$ cat config.mk
export PLATFORM = sky130hd
export DESIGN_NAME = trace_writer
export DESIGN_NICKNAME = d
export VERILOG_FILES = /design/src/rtl/raybox_pkg.sv /design/src/rtl/trace_fifo.sv /design/src/rtl/trace_writer.sv
export SDC_FILE = /design/constraint.sdc
export NUM_CORES = 1
export LEC_CHECK = 0
export CAP_MARGIN = 0
export CORE_MARGIN = 3
export CORE_UTILIZATION = 50
export DETAILED_ROUTE_END_ITERATION = 8
export GPL_TIMING_DRIVEN = 0
export PLACE_DENSITY_LB_ADDON = 0.1
export SLEW_MARGIN = 30
export SYNTH_ARGS = -nofsm -noshare
export SYNTH_HDL_FRONTEND = slang
export SYNTH_SLANG_ARGS = --single-unit
$ cat constraint.sdc
create_clock -name clk -period 3.2 [get_ports clk]
set_input_delay 0.64 -clock clk [delete_from_list [all_inputs] [get_ports clk]]
set_output_delay 0.64 -clock clk [all_outputs]
set_load 0.05 [all_outputs]
$ cat src/rtl/raybox_pkg.sv
// raybox_pkg: screen geometry, field widths and trace-writer types shared across the renderer
package raybox_pkg;
    localparam int SCREEN_WIDTH  = 640;
    localparam int SCREEN_HEIGHT = 480;
    localparam int HALF_HEIGHT   = 240;
    localparam int COL_W         = 10;
    localparam int HGT_W         = 8;
    localparam int RAW_HGT_W     = 10;

    typedef enum logic [1:0] {
        ST_IDLE,
        ST_FILL,
        ST_DONE
    } wr_state_t;

    typedef struct packed {
        logic [COL_W-1:0]     column;
        logic [RAW_HGT_W-1:0] height;
        logic                 side;
    } trace_entry_t;
endpackage

$ cat src/rtl/trace_fifo.sv
// trace_fifo: small power-of-two FIFO with synchronous flush, head word always visible on rdata
module trace_fifo #(
    parameter int DEPTH = 4,
    parameter int WIDTH = 21
) (
    input  logic             clk,
    input  logic             reset_n,
    input  logic             flush,
    input  logic             push,
    input  logic             pop,
    input  logic [WIDTH-1:0] wdata,
    output logic [WIDTH-1:0] rdata,
    output logic             full,
    output logic             empty
);
    localparam int AW = $clog2(DEPTH);

    logic [WIDTH-1:0] mem [DEPTH];
    logic [AW:0]      wr_ptr;
    logic [AW:0]      rd_ptr;

    // The extra pointer bit distinguishes full from empty when the index bits coincide
    assign empty = wr_ptr == rd_ptr;
    assign full  = (wr_ptr ^ rd_ptr) == {1'b1, {AW{1'b0}}};
    assign rdata = mem[rd_ptr[AW-1:0]];

    // Storage write; the caller never pushes while full
    always_ff @(posedge clk) begin
        if (push) mem[wr_ptr[AW-1:0]] <= wdata;
    end

    // Pointer update; flush and reset both empty the queue, wrap is implicit in the width
    always_ff @(posedge clk) begin
        if (!reset_n || flush) begin
            wr_ptr <= '0;
            rd_ptr <= '0;
        end else begin
            if (push) wr_ptr <= wr_ptr + 1'b1;
            if (pop)  rd_ptr <= rd_ptr + 1'b1;
        end
    end
endmodule

$ cat src/rtl/trace_writer.sv
// trace_writer: buffers tracer results and writes in-order columns into the trace buffer during blanking
import raybox_pkg::*;

module trace_writer #(
    parameter int COLUMNS    = SCREEN_WIDTH,
    parameter int FIFO_DEPTH = 4,
    parameter int HEIGHT_MAX = HALF_HEIGHT
) (
    input  logic                 clk,
    input  logic                 reset_n,
    input  logic                 frame_start,
    input  logic                 in_valid,
    output logic                 in_ready,
    input  logic [COL_W-1:0]     in_column,
    input  logic [RAW_HGT_W-1:0] in_height,
    input  logic                 in_side,
    input  logic                 bus_free,
    output logic                 buf_cs,
    output logic                 buf_we,
    output logic [COL_W-1:0]     buf_column,
    output logic [HGT_W-1:0]     buf_height,
    output logic                 buf_side,
    output logic                 frame_done,
    output logic                 col_err
);
    localparam logic [RAW_HGT_W-1:0] HMAX     = RAW_HGT_W'(HEIGHT_MAX);
    localparam logic [COL_W-1:0]     LAST_COL = COL_W'(COLUMNS - 1);

    wr_state_t        state;
    logic [COL_W-1:0] expected;
    trace_entry_t     head;
    logic             full;
    logic             empty;
    logic             fill;
    logic             push;
    logic             pop;
    logic             hit;
    logic             last;

    // Handshake and pop decisions; frame_start blocks both so the flush sees a quiet queue
    always_comb begin
        fill     = state == ST_FILL;
        in_ready = reset_n && fill && !full && !frame_start;
        push     = in_valid && in_ready;
        pop      = reset_n && fill && !empty && bus_free && !frame_start;
        hit      = pop && head.column == expected;
        last     = hit && expected == LAST_COL;
    end

    // Write port is driven only on a matching pop, otherwise held at zero
    always_comb begin
        buf_cs     = hit;
        buf_we     = hit;
        buf_column = hit ? head.column : '0;
        buf_height = hit ? HGT_W'(head.height > HMAX ? HMAX : head.height) : '0;
        buf_side   = hit ? head.side : 1'b0;
    end

    trace_fifo #(
        .DEPTH(FIFO_DEPTH),
        .WIDTH($bits(trace_entry_t))
    ) u_fifo (
        .clk    (clk),
        .reset_n(reset_n),
        .flush  (frame_start),
        .push   (push),
        .pop    (pop),
        .wdata  ({in_column, in_height, in_side}),
        .rdata  (head),
        .full   (full),
        .empty  (empty)
    );

    // Frame FSM with expected-column counter, sticky order error and done pulse
    always_ff @(posedge clk) begin
        if (!reset_n) begin
            state      <= ST_IDLE;
            expected   <= '0;
            col_err    <= 1'b0;
            frame_done <= 1'b0;
        end else begin
            frame_done <= last;
            if (frame_start) begin
                state    <= ST_FILL;
                expected <= '0;
                col_err  <= 1'b0;
            end else if (pop) begin
                if (hit) begin
                    expected <= expected + 1'b1;
                    if (last) state <= ST_DONE;
                end else begin
                    col_err <= 1'b1;
                end
            end
        end
    end
endmodule

==> flow_metrics.tcl <==
set metrics [dict create \
    status "finished with violations" \
    violations "setup timing" \
    max-vdd-ir-drop_v 0.000260 \
    netlist_instances 294 \
    synth-seq-cells 106 \
    period_minus_slack_ns 3.70 \
    syn_avg_cell_area_sq_um 15.2 \
    yosysUniqueCellTypes 36 \
    start_kind "flip-flop" \
    rows 33 \
    clock_sinks 106 \
    slew_viol_final 0 \
    first_pass_iters 4 \
    p_leak_nw 1.92 \
    globalplace.congestion 0.852 \
    grt_pass1_wl_mm 14.2 \
    portBuffers 49 \
    r2r_slack_ns 0.53 \
    grt_start_max_net_pins 23 \
    crit_buf_inv 6 \
    worst_slack_ns -0.504 \
    num_antenna_cells 0 \
    die_h_um 101 \
    rr_worst_depth 11 \
    cts_tree "built" \
    worst_pin_slew_ns 0.756 \
    cpMaxStageDelayCell "or4_4" \
    slew_headroom_pct 49.5 \
    drive_gt1_share_pct 28.8 \
    critPathMaxFanout 8 \
    die_area_sq_um 10100 \
    critical-path-max-stage-delay_ns 0.58 \
    syn2layout_area_growth_pct 27.1 \
    path_clk_slew_ns 0.11 \
    antenna_found_initial 0 \
    antenna_left 0 \
    path_delay_family "simple AND/OR/NAND/NOR gates" \
    root_buffer "clkbuf_8" \
    period_share_pct 116 \
    grt_pass1_vias 2698 \
    finalNetCount 398 \
    hold_end "state[1]" \
    vias_per_cell 5.58 \
    drcViolationCount 0 \
    hpwl_mm 5.65 \
    via_count 2658 \
    cp_cell_sequence "buf_6 -> buf_12 -> mux4_2 -> xnor2_2 -> nand4_1 -> or4_4 -> buf_6 -> clkinv_8 -> buf_8 -> and2_4 -> buf_8" \
    wl_per_cell_um 18.5 \
    clk-insertion-delay-late_ns 0.36 \
    ios 50 \
    grt_overflow 0 \
    htreeDepth 3 \
    hold_viol 0 \
    drtIter0Drc 150 \
    cp.required_ns 2.56 \
    setup_viol 21 \
    cp.arrival_ns 3.06 \
    preCtsSetupSlack_ns -1.39 \
    hold_path_depth 1 \
    fin_worst_skew_ns 0.0128 \
    rsz0062_at_grt "yes" \
    fmax_mhz 270 \
    yosysSeqAreaShare_pct 66.3 \
    ys_warn_count 0 \
    synth_nets 326 \
    coreArea_sq_um 8420 \
    cts_buffers 9 \
    hold_start "state[1]" \
    min_path_type "reg -> reg" \
    die_w_um 101 \
    tns_ns -9.44 \
    critPathKind "reg -> out" \
    r2r_end "state[0]" \
    initial_utilization_pct 53.0 \
    wl_mm 8.80 \
    syn_area_sq_um 4470 \
    postLayoutCellArea_sq_um 5680 \
    placed_area_sq_um 5120 \
    grt_usage_pct 18.8 \
    timing.max_cap.violations 0 \
    cts_hold_buf 0 \
    clockBufferDepth 2 \
    end_kind "output port" \
    finalPower_mw 2.35 \
    power.density_nw_per_um2 414 \
]
worst max path at each step:
stage	startpoint	end	slack, ns	depth (start not counted)
3_3_place_gp	frame_start	buf_column[8]	-1.40	10
3_5_place_dp	frame_start	buf_column[3]	-1.39	10
5_1_grt	flip-flop	buf_column[3]	-0.62	11
2_1_floorplan	flip-flop	buf_height[0]	-0.11	8
6_report	flip-flop	buf_column[2]	-0.50	11
4_1_cts	flip-flop	buf_column[8]	-0.47	11
layer usage:
| layer | vias up | track usage [%] | part of all wire (%) |
|---|---|---|---|
| li1 | 1261 | - | - |
| met1 | 1312 | 25.5 | 43 |
| met2 | 70 | 30.9 | 50 |
| met3 | 15 | 4.84 | 4.9 |
| met4 | 0 | 4.35 | 1.4 |
| met5 | - | 0 | 0 |
Yosys cell counts, drive strengths merged:
| cell type | number | area, sq um |
|---|---|---|
| clkbuf | 4 | 15.0 |
| xnor2 | 15 | 131 |
| and3 | 5 | 31.3 |
| nor3 | 8 | 40.0 |
| buf | 8 | 63.8 |
| nand4 | 9 | 62.6 |
| nor2 | 19 | 71.3 |
| nand2b | 10 | 62.6 |
| and4 | 1 | 8.76 |
| edfxtp | 84 | 2520 |
| nor4 | 11 | 75.1 |
| nand3 | 3 | 15.0 |
| nand4bb | 1 | 11.3 |
| ha | 6 | 75.1 |
| mux2i | 11 | 110 |
| nor2b | 1 | 6.26 |
| a22o | 1 | 8.76 |
| clkinv | 1 | 5.00 |
| o21bai | 1 | 7.51 |
| mux4 | 19 | 428 |
| o21ai | 2 | 10.0 |
| a31oi | 1 | 6.26 |
| dfxtp | 22 | 440 |
| inv | 8 | 30.0 |
| xor2 | 3 | 26.3 |
| or4 | 1 | 7.51 |
| a21o | 1 | 7.51 |
| a21oi | 3 | 15.0 |
| nand2 | 20 | 75.1 |
| and2 | 13 | 81.3 |
| a211oi | 1 | 7.51 |
| a311oi | 1 | 8.76 |
kinds of logic (layout without fill, tap and decap cells):
logic type	Yosys count	in the layout	synth area share [%]
flip-flops	106	106	66.3
AND/OR/NAND/NOR	102	102	12.3
multiplexers	30	30	12.0
buffers and inverters	21	98	2.55
XOR/XNOR	18	18	3.53
AO/OA/AOI/OAI	11	11	1.60
adder cells (fa/ha/maj)	6	6	1.68
registers in the layout (all words and copies together), names as in the netlist, named ones only:
| name | cells |
|---|---|
| col_err | 1 |
| expected | 10 |
| frame_done | 1 |
| state | 2 |
| u_fifo.mem | 84 |
| u_fifo.rd_ptr | 3 |
| u_fifo.wr_ptr | 3 |
stage by stage:
stage | hold WS [ns] | std cells | utilization (%)
after floorplan | 0.441 | 294 | -
after global routing | 0.526 | 476 | 67.4
after CTS | 0.495 | 475 | 66.6
after detailed placement | 0.469 | 448 | 60.8
final | 0.498 | 476 | 67.4
after global placement | 0.464 | 448 | 60.8
layout make-up:
type | count | area (sq um)
Buffer | 12 | 98.8
Clock buffer | 9 | 124
Clock inverter | 7 | 66.3
Fill cell | 610 | 2750
Inverter | 9 | 46.3
Multi-Input combinational cell | 167 | 1560
Sequential cell | 106 | 2960
Tap cell | 105 | 131
Timing Repair Buffer | 61 | 688
power by group:
group	switching, mW	leakage, nW	internal [mW]
registers	0.00144	0.934	1.49
clock network	0.483	0.0973	0.304
logic	0.0375	0.891	0.0383
total	0.521	1.92	1.83
what timing repair did:
item,CTS,global route
endpoints found under the setup margin,22,21
pin swaps,16,2
resized for setup,191,12
gates cloned,2,0
setup buffers,9,1
placed cells by master, fill, tap and decap left out, drive strengths merged, types with 10 or more instances in the layout:
cell type / instances
nor2: 19
inv: 13
nand2: 20
clkbuf: 14
nand2b: 10
clkdlybuf4s50: 27
nor4: 11
dfxtp: 22
and2: 13
edfxtp: 84
buf: 40
mux2i: 11
mux4: 19
xnor2: 15
Power figures use the tool's default switching activity.
